[src/rtl/pc_pkg.sv]
// Shared constants and reference helpers for the parallel-counter datapath.
package pc_pkg;

  localparam int PC_N  = 7;
  localparam int PC_CW = $clog2(PC_N + 1);

  // Clamp a count to PC_N and expand it to a left-justified thermometer word.
  function automatic logic [PC_N-1:0] therm_encode(input logic [PC_CW-1:0] cnt);
    logic [PC_CW-1:0] c;
    c = (cnt > PC_CW'(PC_N)) ? PC_CW'(PC_N) : cnt;
    return ~({PC_N{1'b1}} >> c);
  endfunction

  // Number of set bits in a word, for checkers sitting beside the datapath.
  function automatic logic [PC_CW-1:0] popcount_ref(input logic [PC_N-1:0] word);
    logic [PC_CW-1:0] acc;
    acc = '0;
    for (int i = 0; i < PC_N; i++) acc = acc + PC_CW'(word[i]);
    return acc;
  endfunction

endpackage

[src/rtl/pc_therm_encoder.sv]
// Inverse of the sorting-network counter: clamps a binary count to N and
// expands it into a sorted thermometer word (ones packed at the MSB end).
module pc_therm_encoder
  import pc_pkg::*;
#(
  parameter int N  = PC_N,
  parameter int CW = $clog2(N + 1)
) (
  input  logic [CW-1:0] count,
  output logic [CW-1:0] cnt_c,
  output logic          sat,
  output logic [N-1:0]  therm
);

  localparam logic [N-1:0] ALL_ONES = {N{1'b1}};

  // Clamp, then shift a mask of ones right by the count and invert it.
  always_comb begin
    sat   = (count > CW'(N));
    cnt_c = sat ? CW'(N) : count;
    therm = ~(ALL_ONES >> cnt_c);
  end

endmodule

[src/rtl/pc_unary_pattern_gen.sv]
// Unary pattern generator: turns a stream of counts into N-bit words whose
// popcount equals each (clamped) count. Two register stages with a
// valid/ready handshake on both sides; the output word may be rotated by a
// running pointer so the downstream counter also sees unsorted patterns.
module pc_unary_pattern_gen
  import pc_pkg::*;
#(
  parameter int N      = PC_N,
  parameter int CW     = $clog2(N + 1),
  parameter bit ROTATE = 1'b1,
  parameter int TW     = 16
) (
  input  logic          clk,
  input  logic          rst,
  input  logic          in_valid,
  output logic          in_ready,
  input  logic [CW-1:0] in_count,
  output logic          out_valid,
  input  logic          out_ready,
  output logic [N-1:0]  out_word,
  output logic          out_sat,
  output logic [TW-1:0] total_ones
);

  localparam int            PW      = (N > 1) ? $clog2(N) : 1;
  localparam logic [PW-1:0] PTR_MAX = PW'(N - 1);

  logic [CW-1:0]  enc_cnt;
  logic           enc_sat;
  logic [N-1:0]   enc_therm;

  logic           s1_valid;
  logic [CW-1:0]  s1_cnt;
  logic           s1_sat;
  logic [N-1:0]   s1_therm;
  logic [CW-1:0]  s2_cnt;

  logic [PW-1:0]  ptr;
  logic [PW-1:0]  ptr_inc;
  logic [PW-1:0]  ptr_load;

  logic           s2_adv;
  logic           s1_adv;
  logic           out_xfer;
  logic [2*N-1:0] rot_dbl;
  logic [N-1:0]   s2_word;

  pc_therm_encoder #(
    .N  (N),
    .CW (CW)
  ) u_enc (
    .count (in_count),
    .cnt_c (enc_cnt),
    .sat   (enc_sat),
    .therm (enc_therm)
  );

  // Pipeline advance, handshake and rotation of the word entering stage 2.
  // A word loaded in the same cycle as an output transfer sees the already
  // incremented pointer, so each word is rotated by its delivery index.
  always_comb begin
    s2_adv   = !out_valid || out_ready;
    s1_adv   = !s1_valid || s2_adv;
    in_ready = s1_adv && !rst;
    out_xfer = out_valid && out_ready;
    ptr_inc  = (ptr == PTR_MAX) ? '0 : ptr + 1'b1;
    ptr_load = out_xfer ? ptr_inc : ptr;
    rot_dbl  = {s1_therm, s1_therm} << ptr_load;
    s2_word  = ROTATE ? rot_dbl[2*N-1:N] : s1_therm;
  end

  // Stage 1: capture the clamped count and its thermometer on input transfer.
  always_ff @(posedge clk) begin
    if (rst) begin
      s1_valid <= 1'b0;
      s1_cnt   <= '0;
      s1_sat   <= 1'b0;
      s1_therm <= '0;
    end else if (s1_adv) begin
      s1_valid <= in_valid;
      if (in_valid) begin
        s1_cnt   <= enc_cnt;
        s1_sat   <= enc_sat;
        s1_therm <= enc_therm;
      end
    end
  end

  // Stage 2: output register, holds while the sink stalls.
  always_ff @(posedge clk) begin
    if (rst) begin
      out_valid <= 1'b0;
      out_word  <= '0;
      out_sat   <= 1'b0;
      s2_cnt    <= '0;
    end else if (s2_adv) begin
      out_valid <= s1_valid;
      if (s1_valid) begin
        out_word <= s2_word;
        out_sat  <= s1_sat;
        s2_cnt   <= s1_cnt;
      end
    end
  end

  // Rotation pointer: counts delivered words modulo N.
  always_ff @(posedge clk) begin
    if (rst) begin
      ptr <= '0;
    end else if (out_xfer) begin
      ptr <= ptr_inc;
    end
  end

  // Running total of ones delivered, wrapping modulo 2^TW.
  always_ff @(posedge clk) begin
    if (rst) begin
      total_ones <= '0;
    end else if (out_xfer) begin
      total_ones <= total_ones + TW'(s2_cnt);
    end
  end

endmodule
[config.mk]
export PLATFORM = sky130hd
export DESIGN_NAME = pc_unary_pattern_gen
export DESIGN_NICKNAME = d
export VERILOG_FILES = /design/src/rtl/pc_pkg.sv /design/src/rtl/pc_therm_encoder.sv /design/src/rtl/pc_unary_pattern_gen.sv
export SDC_FILE = /design/constraint.sdc
export NUM_CORES = 1
export LEC_CHECK = 0
export BUFFER_PORTS_ARGS = -buffer_cell sky130_fd_sc_hd__buf_2
export CAP_MARGIN = 25
export CORE_MARGIN = 8
export CORE_UTILIZATION = 61
export DETAILED_ROUTE_END_ITERATION = 6
export PLACE_DENSITY = 0.81
export SLEW_MARGIN = 40
export SYNTH_ARGS = -nofsm -noshare
export SYNTH_HDL_FRONTEND = slang
export SYNTH_SLANG_ARGS = --single-unit
[constraint.sdc]
create_clock -name clk -period 4.35 [get_ports clk]
set_input_delay 0.87 -clock clk [delete_from_list [all_inputs] [get_ports clk]]
set_output_delay 0.87 -clock clk [all_outputs]
set_load 0.1 [all_outputs]
==> out/qor.csv <==
metric;value;unit
final_antenna_net_count;0;
grt_pass1_vias;1927;
start_util;61.92;%
synth_cells;269;
timing.hold.ws;0.4639;ns
cts_buffer_depth;2;
die_w;76.27;µm
cap_viol_max_count;0;
max_slew_margin;48.94;%
io_pins;33;
yosys.area.top_type;dfxtp_1;
r2r-end;out_word[4];
r2r_setup_slack;2.23;ns
core-area;3578;µm²
gr-usage-met2;27.25;%
drive_above_1_share;19.32;%
fin_util;68.50;%
portBuffers;32;
avgViaCountPerCell;5.819;
mappedNetlistArea;2216;µm²
yosysTopAreaCellShare;37.94;%
max_clock_freq;377.0;MHz
fillerInstances;313;
yosys_warnings;0;
postCtsSetupBuffers;0;
rr_startpoint;ptr[1];
place_congestion;0.9687;
reg2reg_depth;5;
clk_pin_slew;0.13;ns
htree_levels;2;
diodes;0;
finalSetupViolCount;0;
hold_viol;0;
cp-startpoint;out_ready;
end_kind;output pin;
grt_pass1_wl;8859;µm
cts_buffers;5;
finalSetupTns;0;ns
period_minus_slack;2.653;ns
drc;0;
cts.repair.resized;0;
fin_cells;343;
power_leakage;0.9978;nW
wl;5075;µm
use_met1;23.52;%
antenna_found_initial;0;
finalMaxSlewViolations;0;
ys_ff_latch;42;
synth-edff-count;0;
drtPass1Iterations;4;
critPathArrivalTime;1.78;ns
clock-sinks;42;
wl_per_cell;14.80;µm
cts_tree;done;
syn-num-nets;280;
dp_hpwl;3481;µm
crit_end;in_ready;
grt_max_degree;47;
synth.distinct_cells;55;
cts_root_buffer;clkbuf_4;
regArea;840.8;µm²
vias;1996;
use_met3;5.071;%
gr-max-usage-layer;met2;
rsz0062_at_grt;no;
async_flop_share;0;%
hp-class;flop to flop;
rows;22;
fin_crit_sh;60.98;%
critPathKind;primary input to output pin;
drtIter0Drc;266;
multi_input_area;1290;µm²
worstMarginPinSlew;0.7644;ns
clock_latency;0.36;ns
vdd_ir_drop_max;243.0;µV
final_nets;305;
grt.total_usage;17.90;%
skew;0.008821;ns
dieHeight;76.27;µm
synthTopCellsByArea;dfxtp_1, nand2_1, a21oi_1;
syn_avg_cell_area;8.237;µm²
dp.cells;335;
ctsHoldBuffers;0;
outcome;complete, no violations;
syn_to_final_growth;10.62;%
ys.flop_type;dfxtp_1;
die_area;5817;µm²
powerDensity;312.7;nW/µm²
yosysSeqAreaShare;37.94;%
crit_required;3.48;ns
grt_overflow_total;0;
start_kind;primary input;
cp_max_fo;12;
-- placed cells by master (no fill, tap or decap), types with 4 or more instances in the layout --
cell type / instances
dfxtp_1: 42
nand2_1: 41
buf_2: 32
nor2_1: 30
a21oi_1: 26
nor3_1: 12
o21ai_0: 9
xnor2_1: 6
nand3_1: 5
a211oi_1: 5
xor2_1: 5
clkbuf_4: 5
nor2b_1: 4
nand4_1: 4
inv_1: 4
-- area by class of cell --
type                    instances  share of cell area [%]
repair buffers                 33                   6.840
clock inverters                 3                   1.633
multi-input cells             208                   52.63
flip-flops and latches         42                   34.30
inverters                       4                  0.6126
well taps                      48                   2.450
clock buffers                   5                   1.531
-- kinds of logic (layout without fill, tap and decap cells) --
| logic type | count (synthesis) | in the layout | share of synthesized area [%] |
|---|---|---|---|
| flops | 42 | 42 | 37.94 |
| mux | 5 | 5 | 2.372 |
| compound gates | 66 | 66 | 20.78 |
| simple gates | 122 | 122 | 28.12 |
| xor+xnor | 11 | 11 | 4.348 |
| buf+inv | 19 | 45 | 3.839 |
| fa+ha+maj | 4 | 4 | 2.598 |
-- layer usage --
| layer | part of all wire [%] | vias up | wire (µm) |
|---|---|---|---|
| li1 | - | 1014 | - |
| met1 | 47 | 913 | 2397 |
| met2 | 46 | 62 | 2325 |
| met3 | 5.8 | 7 | 293 |
| met4 | 1.2 | 0 | 59 |
| met5 | 0 | - | 0 |
-- worst max-delay path, cell delays in order --
cell and delay (ns):
buf_2 0.20, nor2b_1 0.13, a21oi_1 0.15, buf_2 0.43
-- cell usage after synthesis, types with 2 or more instances --
library cell and number:
o2bb2ai_1 2, a22o_1 2, xnor2_1 6, mux2_2 2, buf_4 2, and2_1 3
nor2_1 30, nand3b_1 3, buf_2 4, a211oi_1 5, nor2b_1 4, o211ai_1 3
nand2_1 41, and4b_1 2, nand4_1 4, a21o_1 3, nand3_1 5, o21ai_0 9
or4_1 2, nor3b_1 2, nor4_1 2, nor3_1 12, o221ai_1 2, and4_4 2
xor2_1 5, a21oi_1 26, clkbuf_1 7, ha_1 3, mux2i_1 3, and3_1 2
a2111oi_2 3, inv_1 4, dfxtp_1 42
-- how the worst min path moves through the flow --
| stage | slack, ns | cells past startpoint | from | end |
|---|---|---|---|---|
| floorplan | 0.43 | 2 | s1_sat | out_sat |
| global placement | 0.44 | 2 | s1_sat | out_sat |
| detailed placement | 0.45 | 2 | s1_cnt[0] | s2_cnt[0] |
| CTS | 0.47 | 2 | s1_cnt[0] | s2_cnt[0] |
| global route | 0.48 | 2 | s1_cnt[0] | s2_cnt[0] |
| finish | 0.46 | 2 | s1_cnt[0] | s2_cnt[0] |
-- through the flow --
step	power (mW)	setup slack [ns]	instance area [µm²]
4_1_cts	0.7702	1.701	2451
3_3_place_gp	0.5222	1.712	2374
3_5_place_dp	0.5237	1.701	2374
6_report	0.7664	1.697	2451
2_1_floorplan	0.5024	0.7346	2216
5_1_grt	0.7966	1.626	2451
-- sequential cells by signal (all words and copies together), names as in the netlist --
| register | flops |
|---|---|
| s1_sat | 1 |
| ptr | 3 |
| out_sat | 1 |
| out_word | 7 |
| s1_cnt | 2 |
| total_ones | 16 |
| s1_valid | 1 |
| s1_therm | 7 |
| out_valid | 1 |
| s2_cnt | 3 |
-- report_power, final --
group	internal [mW]	switching, mW	leakage (nW)	total [mW]
logic	0.0278	0.0790	0.611	0.107
clock network	0.119	0.131	0.0450	0.250
registers	0.395	0.0143	0.342	0.410
total	0.542	0.224	0.998	0.766
Power figures use the tool's default switching activity.
